## src/rtl/trace_window_ctrl.sv

```systemverilog
// trace_window_ctrl: arms a trace window that opens after a programmable start delay.
// The window stays open for len cycles, or until stop when len is 0. The block then
// requests a flush from the dump sink and pulses done once the sink acknowledges.
// Ports: clk/reset (async, active-high); cfg_valid/cfg_ready + cfg_en/cfg_start/cfg_len
//        config write (IDLE only); arm/stop control; trace_on/busy/done/cycle_cnt status;
//        flush_req/flush_ack handshake with the dump sink.
module trace_window_ctrl #(
  parameter int               CNT_W     = 32,
  parameter bit               DEF_EN    = 1'b0,
  parameter logic [CNT_W-1:0] DEF_START = '0,
  parameter logic [CNT_W-1:0] DEF_LEN   = '0
) (
  input  logic             clk,
  input  logic             reset,
  input  logic             cfg_valid,
  output logic             cfg_ready,
  input  logic             cfg_en,
  input  logic [CNT_W-1:0] cfg_start,
  input  logic [CNT_W-1:0] cfg_len,
  input  logic             arm,
  input  logic             stop,
  output logic             trace_on,
  output logic             flush_req,
  input  logic             flush_ack,
  output logic             busy,
  output logic             done,
  output logic [CNT_W-1:0] cycle_cnt
);

  localparam logic [CNT_W-1:0] ONE     = {{(CNT_W-1){1'b0}}, 1'b1};
  localparam logic [CNT_W-1:0] CNT_MAX = '1;

  typedef enum logic [1:0] {S_IDLE, S_WAIT, S_ACTIVE, S_FLUSH} state_t;

  state_t           r_state;
  state_t           w_next_state;
  logic [CNT_W-1:0] r_cnt;
  logic [CNT_W-1:0] w_next_cnt;
  logic             r_en;
  logic [CNT_W-1:0] r_start;
  logic [CNT_W-1:0] r_len;
  logic             r_trace_on;
  logic             r_busy;
  logic             r_done;
  logic             w_cfg_wr;
  logic             w_en;
  logic [CNT_W-1:0] w_start;
  logic             w_next_done;

  assign w_cfg_wr = cfg_valid && (r_state == S_IDLE);

  // An arm in the same cycle as a config write sees the value being written.
  // The length needs no bypass: it lands in r_len on the same edge and is not
  // consulted until ACTIVE.
  assign w_en    = w_cfg_wr ? cfg_en    : r_en;
  assign w_start = w_cfg_wr ? cfg_start : r_start;

  always_comb begin
    w_next_state = r_state;
    w_next_cnt   = r_cnt;
    w_next_done  = 1'b0;
    case (r_state)
      S_IDLE: begin
        if (arm && w_en) begin
          w_next_cnt   = '0;
          w_next_state = (w_start == '0) ? S_ACTIVE : S_WAIT;
        end
      end
      S_WAIT: begin
        // stop wins over the WAIT->ACTIVE hand-off; the counter freezes on exit
        if (stop) begin
          w_next_state = S_FLUSH;
        end else if (r_cnt == r_start - ONE) begin
          w_next_state = S_ACTIVE;
          w_next_cnt   = '0;
        end else begin
          w_next_cnt = r_cnt + ONE;
        end
      end
      S_ACTIVE: begin
        if (stop) begin
          w_next_state = S_FLUSH;
        end else if ((r_len != '0) && (r_cnt == r_len - ONE)) begin
          w_next_state = S_FLUSH;
        end else if (r_cnt != CNT_MAX) begin
          // saturate so an unlimited window never wraps back to small counts
          w_next_cnt = r_cnt + ONE;
        end
      end
      S_FLUSH: begin
        if (flush_ack) begin
          w_next_state = S_IDLE;
          w_next_done  = 1'b1;
        end
      end
      default: begin
        w_next_state = S_IDLE;
      end
    endcase
  end

  always_ff @(posedge clk or posedge reset) begin
    if (reset) begin
      r_state    <= S_IDLE;
      r_cnt      <= '0;
      r_trace_on <= 1'b0;
      r_busy     <= 1'b0;
      r_done     <= 1'b0;
    end else begin
      r_state    <= w_next_state;
      r_cnt      <= w_next_cnt;
      r_trace_on <= (w_next_state == S_ACTIVE);
      r_busy     <= (w_next_state != S_IDLE);
      r_done     <= w_next_done;
    end
  end

  always_ff @(posedge clk or posedge reset) begin
    if (reset) begin
      r_en    <= DEF_EN;
      r_start <= DEF_START;
      r_len   <= DEF_LEN;
    end else if (w_cfg_wr) begin
      r_en    <= cfg_en;
      r_start <= cfg_start;
      r_len   <= cfg_len;
    end
  end

  assign cfg_ready = (r_state == S_IDLE);
  assign flush_req = (r_state == S_FLUSH);
  assign trace_on  = r_trace_on;
  assign busy      = r_busy;
  assign done      = r_done;
  assign cycle_cnt = r_cnt;

endmodule

```

## config.mk

```make
export PLATFORM = sky130hd
export DESIGN_NAME = trace_window_ctrl
export DESIGN_NICKNAME = d
export VERILOG_FILES = /design/src/rtl/trace_window_ctrl.sv
export SDC_FILE = /design/constraint.sdc
export NUM_CORES = 1
export LEC_CHECK = 0
export ABC_CLOCK_PERIOD_IN_PS = 3700
export BUFFER_PORTS_ARGS = -buffer_cell sky130_fd_sc_hd__buf_2
export CAP_MARGIN = 15
export CORE_MARGIN = 1.5
export CORE_UTILIZATION = 53
export DETAILED_ROUTE_END_ITERATION = 10
export GPL_TIMING_DRIVEN = 0
export PLACE_DENSITY_LB_ADDON = 0.1
export SLEW_MARGIN = 15
export SYNTH_ARGS = -nofsm -noshare
export SYNTH_HDL_FRONTEND = slang
export SYNTH_SLANG_ARGS = --single-unit
```

## constraint.sdc

```tcl
create_clock -name clk -period 3.7 [get_ports clk]
set_input_delay 0.185 -clock clk [delete_from_list [all_inputs] [get_ports clk]]
set_output_delay 0.185 -clock clk [all_outputs]
set_load 0.03 [all_outputs]
```

## Word level (Yosys, flattened, before mapping)

Cells that the tools add are included.

- Logic and storage cells: 51
- Bits in registers: 102
- Input port bits: 71
- Output and inout port bits: 37

- Muxes and demuxes: 19
- Eq/ne operators: 12
- Add/sub/neg operators: 3
- Reductions and logical operators: 9

Operators with widths:

| kind | count |
|---|---|
| $mux W32 | 7 |
| $pmux W32 S3 | 1 |
| $eq A32 B32 Y1 | 2 |
| $sub A32 B1 Y32 const B | 2 |
| $add A32 B1 Y32 const B | 1 |
| $logic_not A32 Y1 | 1 |
| $ne A32 B32 Y1 const B | 1 |
| $reduce_bool A32 Y1 | 1 |
| $mux W2 | 7 |
| $ne A2 B2 Y1 const B | 4 |
| $pmux W2 S4 | 1 |
| $eq A2 B2 Y1 const B | 3 |
| $reduce_and A6 Y1 | 1 |
| $logic_and A1 B1 Y1 | 3 |
| $mux W1 | 3 |
| $reduce_bool A3 Y1 | 1 |
| $eq A2 B1 Y1 const B | 1 |
| $logic_not A2 Y1 | 1 |
| $ne A2 B1 Y1 const B | 1 |
| $reduce_bool A2 Y1 | 1 |

## Longest topological paths before layout

Gate-level depths: netlist of the first run.

- Depth in word-level cells: 8
- Depth in mapped cells: 14
- Depth with buffers taken out: 11

## Worst setup path after synthesis of the first run

OpenSTA, ideal clock, no wires.

- Kind: reg2reg
- Start point: register r_start[3]
- End point: register r_cnt[13], in the netlist cycle_cnt[13]
- Clock period less this slack: 3932 ps
- Stages on the path, launching flop included: 13
- Data required time: 3574 ps
- Setup slack: -232 ps
- Data arrival time: 3806 ps
- Setup time: 126 ps
- Path buffers: 3
- Path through: dfrtp_1 > buf_6 > or4_1 > buf_2 > or4_4 > or4_4 > a2111oi_4 > nand4b_2 > o41ai_4 > a21oi_2 > and3_4 > buf_6 > a221o_1

- Longest elaborated chain between the ends: 5

Ends and longest elaborated chain:

| element | line | text |
|---|---|---|
| start, declared | 40 | `logic [CNT_W-1:0] r_start;` |
| start signal, assigned | 125 | `r_start <= cfg_start;` |
| $sub A32 B1 Y32 | 73 | `end else if (r_cnt == r_start - ONE) begin` |
| $eq A32 B32 Y1 | 73 |  |
| $mux W32 | 73 |  |
| $mux W32 | 71 | `if (stop) begin` |
| $pmux W32 S3 | 62 | `case (r_state)` |
| end signal, assigned | 111 | `r_cnt <= w_next_cnt;` |
| end, declared | 37 | `logic [CNT_W-1:0] r_cnt;` |

Every way passes these cells. The select of a mux whose other input is x is not followed.
A chain may end at the register's enable or synchronous reset.

## Worst setup path after layout of the first run

- Start point: register r_start[6]
- End point: register r_cnt[26], in the netlist cycle_cnt[26]

Same word-level chain as after synthesis.

==> flow_summary_export.csv, run 1 <==
group,metric,value,unit
die,dieWidth,119,um
global_route,grt_usage,0.307,
timing,rsz0062_at_grt,"true",
critical_path,cp.arrival,3.99,ns
critical_path,crit_top_cell,"buf_6",
die,coreArea,13200,um^2
critical_path,critPathSlowestCell,"or4_4",
timing,final_max_slew_viol_count,0,
power,power,6.34,mW
critical_path,crit_required,3.94,ns
timing,worst_pin_slew,0.948,ns
die,row_count,42,
global_route,grt_pass1_vias,6453,
synthesis,ys_ff_latch,102,
global_route,antenna_found_initial,0,
layout,drive_above_1_share,0.322,
timing,fin_crit_sh,1.01,
routing,ant_nets,0,
critical_path,path_cells,"or4_4, buf_6, buf_6, or4_4, or3_4, a21oi_2, o221ai_2, o41ai_4, a21oi_4, buf_6, a211o_1, a22o_1",
routing,vias_per_cell,6.30,
critical_path,cpPeakStageDelay,0.56,ns
routing,routedWlPerCell,20.1,um
synthesis,syn_avg_cell_area,9.35,um^2
timing,whs,0.0583,ns
routing,drt-total-wl,22000,um
die,start_util,0.541,
placed_design,dp_hpwl,16000,um
timing,slew_headroom,0.368,
clocking,cts-root-buf,"clkbuf_16",
synthesis,synth_fp_nets,842,
power,p_switching,2.84,mW
power,seqPwrFrac,0.334,
routing,drcViolationCount,0,
clocking,insertion_delay,0.35,ns
die,design.die.area,14200,um^2
power,ir_worst_vdd,0.406,mV
run_status,status,"finished, violations left",
layout,num_antenna_cells,0,
placed_design,place_ws,-1.14,ns
power,internal_power,3.49,mW
synthesis,synth_top_area_frac,0.358,
placed_design,placed_area,7950,um^2
clocking,cts_tree,"done",
timing,max_freq,266,MHz
critical_path,endpoint_kind,"register",
synthesis,yosysWarnings,0,
synthesis,synthArstFlopShare,1.00,
critical_path,cp-start-kind,"register",
global_route,grt_pass1_wl,34300,um
synthesis,synthesis.area,7140,um^2
layout,synthToLayoutAreaGrowth,23.1,%
layout,nets,989,
timing,fin_crit,3.75,ns
routing,dr.pass1.iters,6,
power,p_sw_frac,0.449,
synthesis,synth_seq_area_share,0.358,
placed_design,gp_congestion,0.906,
hold_path,hold_class,"input pin to register",
clocking,cts_sinks,102,
routing,drt_first_iter_violations,649,
synthesis,synth_cell_types,68,
synthesis,yosys-top-cells-area,"dfrtp_1, mux2_2, xnor2_1",
routing,vias,6871,
timing,hold_viol_final,0,
power,p_clk_frac,0.139,
die,ioPinCount,108,
critical_path,cp_max_fo,6,
timing,fin_skew,0.00802,ns
timing,fin_ws,-0.0529,ns
power,comb_power_share,0.527,
die,fp.dieH,119,um
timing,finalSetupViolations,11,
synthesis,synth-edff-count,0,
clocking,cts_max_path_buffers,2,
global_route,grt_max_degree,57,
power,power_leakage,3.65,nW
placed_design,io_buffer_count,107,
clocking,numCtsBuffers,9,
global_route,gr-total-overflow,0,
run,cap_violations,0,
power,cellPowerDensity,721,nW/um^2
clocking,cts_max_level,3,
run_status,violations,"setup timing",
synthesis,synth_top_cell_by_area,"dfrtp_1",
layout,fin_area,8790,um^2
critical_path,path_class,"register to register",
clocking,clkTransAtPathRegs,0.07,ns
synthesis,ys.flop_type,"dfrtp_1",
layout,stdcell_count,1090,
placed_design,dp_cells,1048,
synthesis,postSynthCellCount,763,
[cell families (layout without fill, tap and decap cells)]
| family | after synthesis | after routing | synth area share |
|---|---|---|---|
| compound gates | 141 | 141 | 0.151 |
| buf+inv | 74 | 225 | 0.0428 |
| xor+xnor | 79 | 79 | 0.0969 |
| flops | 102 | 102 | 0.358 |
| mux | 69 | 69 | 0.108 |
| simple gates | 290 | 290 | 0.230 |
| fa+ha+maj | 8 | 8 | 0.0140 |
[worst max-delay path: cells and delay by family (launching register included)]
family | cells | cell delay [ns]
compound gates | 6 | 1.36
flops | 1 | 0.41
buf+inv | 3 | 0.44
simple gates | 3 | 1.43
[cells in the final DEF, fill, tap and decap left out, drive strengths merged, types with 5 or more instances in the layout]
cell	instances
nand2b	7
o211ai	8
nand3	35
ha	8
xor2	31
nor4	35
xnor2	48
buf	147
clkbuf	52
a21oi	23
a211oi	8
or3	17
a22o	6
nor3	29
nor4b	5
o31ai	17
or2	7
nand3b	5
or4	20
a211o	9
and3	21
nor2	46
mux2	65
a221o	7
nand2	28
dfrtp	102
inv	22
nand4	22
o21ai	21
[stage by stage]
step | TNS [ns] | utilization
floorplan | -0.664 | -
global placement | -54.36 | 0.599
detailed placement | -32.13 | 0.602
CTS | -5.92 | 0.640
global route | -1.51 | 0.666
finish | -0.391 | 0.666
[cells in the mapped netlist (all sizes together), types with 4 or more instances]
cell type  instances
ha                 8
mux2              65
xnor2             48
or3               17
nand3b             5
inv               22
a211o              9
nor2              46
a211oi             8
o31ai             17
nand3             35
a221o              7
dfrtp            102
o31a               4
nor4b              5
nand2b             7
mux2i              4
o21ai             21
nor4              35
buf               10
or4               20
a21oi             23
nand2             28
a22o               6
xor2              31
nor3              29
or2                7
and3              21
clkbuf            42
nand4             22
o211ai             8
[layout make-up]
class                      count  area, um^2
buffer                        46         219
clock buffer                  12         236
clock inverter                 3        22.5
fill                        1142        4400
inverter                      22        87.6
multi-input combinational    587        4600
sequential                   102        2560
tap                          176         220
timing repair buffer         142         840
[power groups by stage]
stage                     sequential, mW  combinational, mW  clock [mW]
final                               2.11               3.34       0.883
after global routing                2.17               3.60       0.935
after CTS                           2.05               3.03       0.900
after detailed placement            2.05               2.82           0
after global placement              2.04               2.73           0
after floorplan                     1.93               2.18           0
[metal layers]
layer	GRT usage	routed length, um	up-vias	share of wire
li1	-	-	3167	-
met1	0.443	9940	3358	0.45
met2	0.478	10000	304	0.46
met3	0.0465	1470	42	0.067
met4	0.0941	498	0	0.023
met5	0	0	-	0
[sequential cells by signal, summed over array words and instances (netlist names)]
name       cells
cycle_cnt     32
r_state        2
r_en           1
r_len         32
r_start       32
busy           1
done           1
trace_on       1
[final timing paths]
kind | from | cells past startpoint | slack [ns] | to
worst max-delay path | r_start[6]$_DFF_PP0_ | 12 | -0.05 | cycle_cnt[26]$_DFFE_PP0P_
worst min-delay path | cfg_len[25] | 2 | 0.06 | r_len[25]$_DFFE_PP0P_
worst max register to register | r_start[6]$_DFF_PP0_ | 12 | -0.05 | cycle_cnt[26]$_DFFE_PP0P_
worst min register to register | r_en$_DFF_PP0_ | 1 | 0.50 | r_en$_DFF_PP0_
max in group asynchronous | reset | 4 | 2.66 | r_start[6]$_DFF_PP0_
min in group asynchronous | reset | 3 | 0.40 | r_len[4]$_DFFE_PP0P_
[repair_timing]
| item | in CTS | in global routing |
|---|---|---|
| pin swaps | 11 | 22 |
| buffers inserted | 13 | 18 |
| hold endpoints to repair | 46 | 0 |
| gates resized for setup | 30 | 49 |
| gates cloned | 1 | 0 |
| endpoints found under the setup margin | 36 | 36 |
| hold buffers | 1 | 0 |
Note: power is estimated with default switching activity, not from simulation.
==> inputs of run 2 (changes only) <==
Settings changed: CELL_PAD_IN_SITES_DETAIL_PLACEMENT set to 0, CELL_PAD_IN_SITES_GLOBAL_PLACEMENT set to 1, CORE_UTILIZATION 53 to 40, PLACE_DENSITY set to 0.82, PLACE_DENSITY_LB_ADDON 0.1 to unset.
==> flow_summary_export.csv, run 2 (synthesized netlist as in run 1, its figures left out) <==
group,metric,value,unit
global_route,grt_pass1_vias,6069,
layout,final_common_cell,"buf_2",
run_status,violations,"setup timing",
timing,fin_skew,0.00625,ns
timing,worst_pin_slew,0.934,ns
global_route,grt_max_degree,77,
routing,dr.pass1.iters,5,
global_route,gr-total-overflow,0,
routing,vias_per_cell,5.87,
clocking,numCtsBuffers,9,
timing,max_freq,265,MHz
global_route,grt_use_met3,0.0374,
global_route,grt_pass1_wl,32800,um
layout,layout_common_cells,"buf_2, dfrtp_1, mux2_2, xnor2_1, nor2_1",
global_route,antenna_found_initial,0,
timing,fin_crit,3.78,ns
placed_design,placed_area,8010,um^2
global_route,grt_usage,0.230,
power,power_leakage,3.61,nW
global_route,use_met1,0.323,
die,start_util,0.411,
layout,drive_above_1_share,0.306,
timing,final_max_slew_viol_count,0,
routing,routedWlPerCell,18.9,um
timing,slew_headroom,0.377,
routing,drt-total-wl,21300,um
placed_design,dp_hpwl,15800,um
die,fp.dieH,137,um
clocking,insertion_delay,0.36,ns
die,design.die.area,18700,um^2
clocking,cts_tree,"done",
placed_design,io_buffer_count,107,
timing,whs,0.0514,ns
clocking,cts_max_level,3,
timing,hold_viol_final,0,
timing,fin_ws,-0.0766,ns
layout,fillers,1681,
timing,finalSetupViolations,18,
timing,fin_crit_sh,1.02,
die,ioPinCount,108,
timing,rsz0062_at_grt,"true",
hold_path,hold_class,"input pin to register",
run_status,status,"finished, violations left",
routing,vias,6625,
die,coreArea,17400,um^2
routing,drcViolationCount,0,
die,row_count,48,
critical_path,cp_max_fo,10,
power,power,6.29,mW
critical_path,cp-start-kind,"register",
critical_path,path_class,"register to register",
critical_path,cp.arrival,4.01,ns
clocking,clkTransAtPathRegs,0.07,ns
clocking,cts_sinks,102,
layout,fin_util,0.503,
layout,nets,978,
clocking,cts-root-buf,"clkbuf_16",
routing,ant_nets,0,
global_route,use_met2,0.360,
placed_design,gp_congestion,0.848,
die,dieWidth,137,um
critical_path,endpoint_kind,"register",
routing,drt_first_iter_violations,656,
power,ir_worst_vdd,0.362,mV
layout,fin_area,8720,um^2
layout,synthToLayoutAreaGrowth,22.2,%
run,cap_violations,0,
global_route,busiest_layer,"met2",
power,cellPowerDensity,722,nW/um^2
clocking,cts_max_path_buffers,2,
critical_path,crit_required,3.94,ns
layout,num_antenna_cells,0,
## run 2: changes by cell type in the layout (fill, tap and decap cells not counted), moves of 2 or more
cell / before / now
clkbuf_1: 37 / 35
a21oi_2: 3 / 0
buf_4: 27 / 23
buf_6: 6 / 3
nor3_1: 22 / 24
a21oi_1: 19 / 22
bufinv_16: 0 / 2
clkinvlp_4: 3 / 1
## run 2: worst paths after layout
| kind | start | end | slack (ns) | cells after the start |
|---|---|---|---|---|
| max in group asynchronous | reset | r_start[2]$_DFF_PP0_ | 2.65 | 4 |
| max reg2reg | r_start[6]$_DFF_PP0_ | cycle_cnt[9]$_DFFE_PP0P_ | -0.08 | 10 |
| min in group asynchronous | reset | r_len[4]$_DFFE_PP0P_ | 0.33 | 3 |
| max | r_start[6]$_DFF_PP0_ | cycle_cnt[9]$_DFFE_PP0P_ | -0.08 | 10 |
| min reg2reg | r_en$_DFF_PP0_ | r_en$_DFF_PP0_ | 0.50 | 1 |
| min | flush_ack | done$_DFF_PP0_ | 0.05 | 2 |
## run 2: metrics by stage
step / setup WS [ns] / setup TNS [ns] / cells
2_1_floorplan: -0.0840 / -0.664 / 763
5_1_grt: -0.158 / -2.96 / 1128
3_3_place_gp: -1.18 / -76.72 / 1095
4_1_cts: -0.136 / -2.00 / 1123
6_report: -0.0766 / -0.900 / 1128
3_5_place_dp: -1.18 / -31.61 / 1097
## run 2: where the power goes
part | leakage [nW] | total (mW) | internal (mW) | switching (mW)
clock | 0.146 | 1.03 | 0.589 | 0.437
sequential | 1.27 | 2.09 | 1.52 | 0.565
combinational | 2.19 | 3.18 | 1.44 | 1.74
total | 3.61 | 6.29 | 3.55 | 2.74
## run 2: timing repair
action / CTS / global route
endpoints found under the setup margin: 36 / 35
hold buffers: 1 / 0
setup buffers: 16 / 6
gates resized for setup: 32 / 30
endpoints found under the hold margin: 26 / 0
pin swaps: 12 / 10
## run 2: metal layers
| layer | vias to the layer above | routed length (um) |
|---|---|---|
| met5 | - | 0 |
| li1 | 3166 | - |
| met2 | 220 | 9870 |
| met3 | 28 | 1270 |
| met4 | 0 | 451 |
| met1 | 3211 | 9730 |
## run 2: cell type report
type                            instances  area, um^2  area share
Multi-Input combinational cell        587        4530       0.519
Sequential cell                       102        2560       0.293
Timing Repair Buffer                  132         749      0.0859
Tap cell                              225         282      0.0323
Clock buffer                           11         233      0.0267
Buffer                                 45         209      0.0240
Inverter                               22        87.6      0.0100
Clock inverter                          4        72.6     0.00832
## run 2: worst max-delay path: stages (launching register included)
cell and delay (ns):
dfrtp_1 0.40, or4_4 0.55, or4_4 0.53, or4_4 0.44, a2111oi_4 0.36, nand4b_4 0.18
o41ai_4 0.42, a21oi_4 0.13, and3_4 0.21, buf_8 0.14, a221o_1 0.30
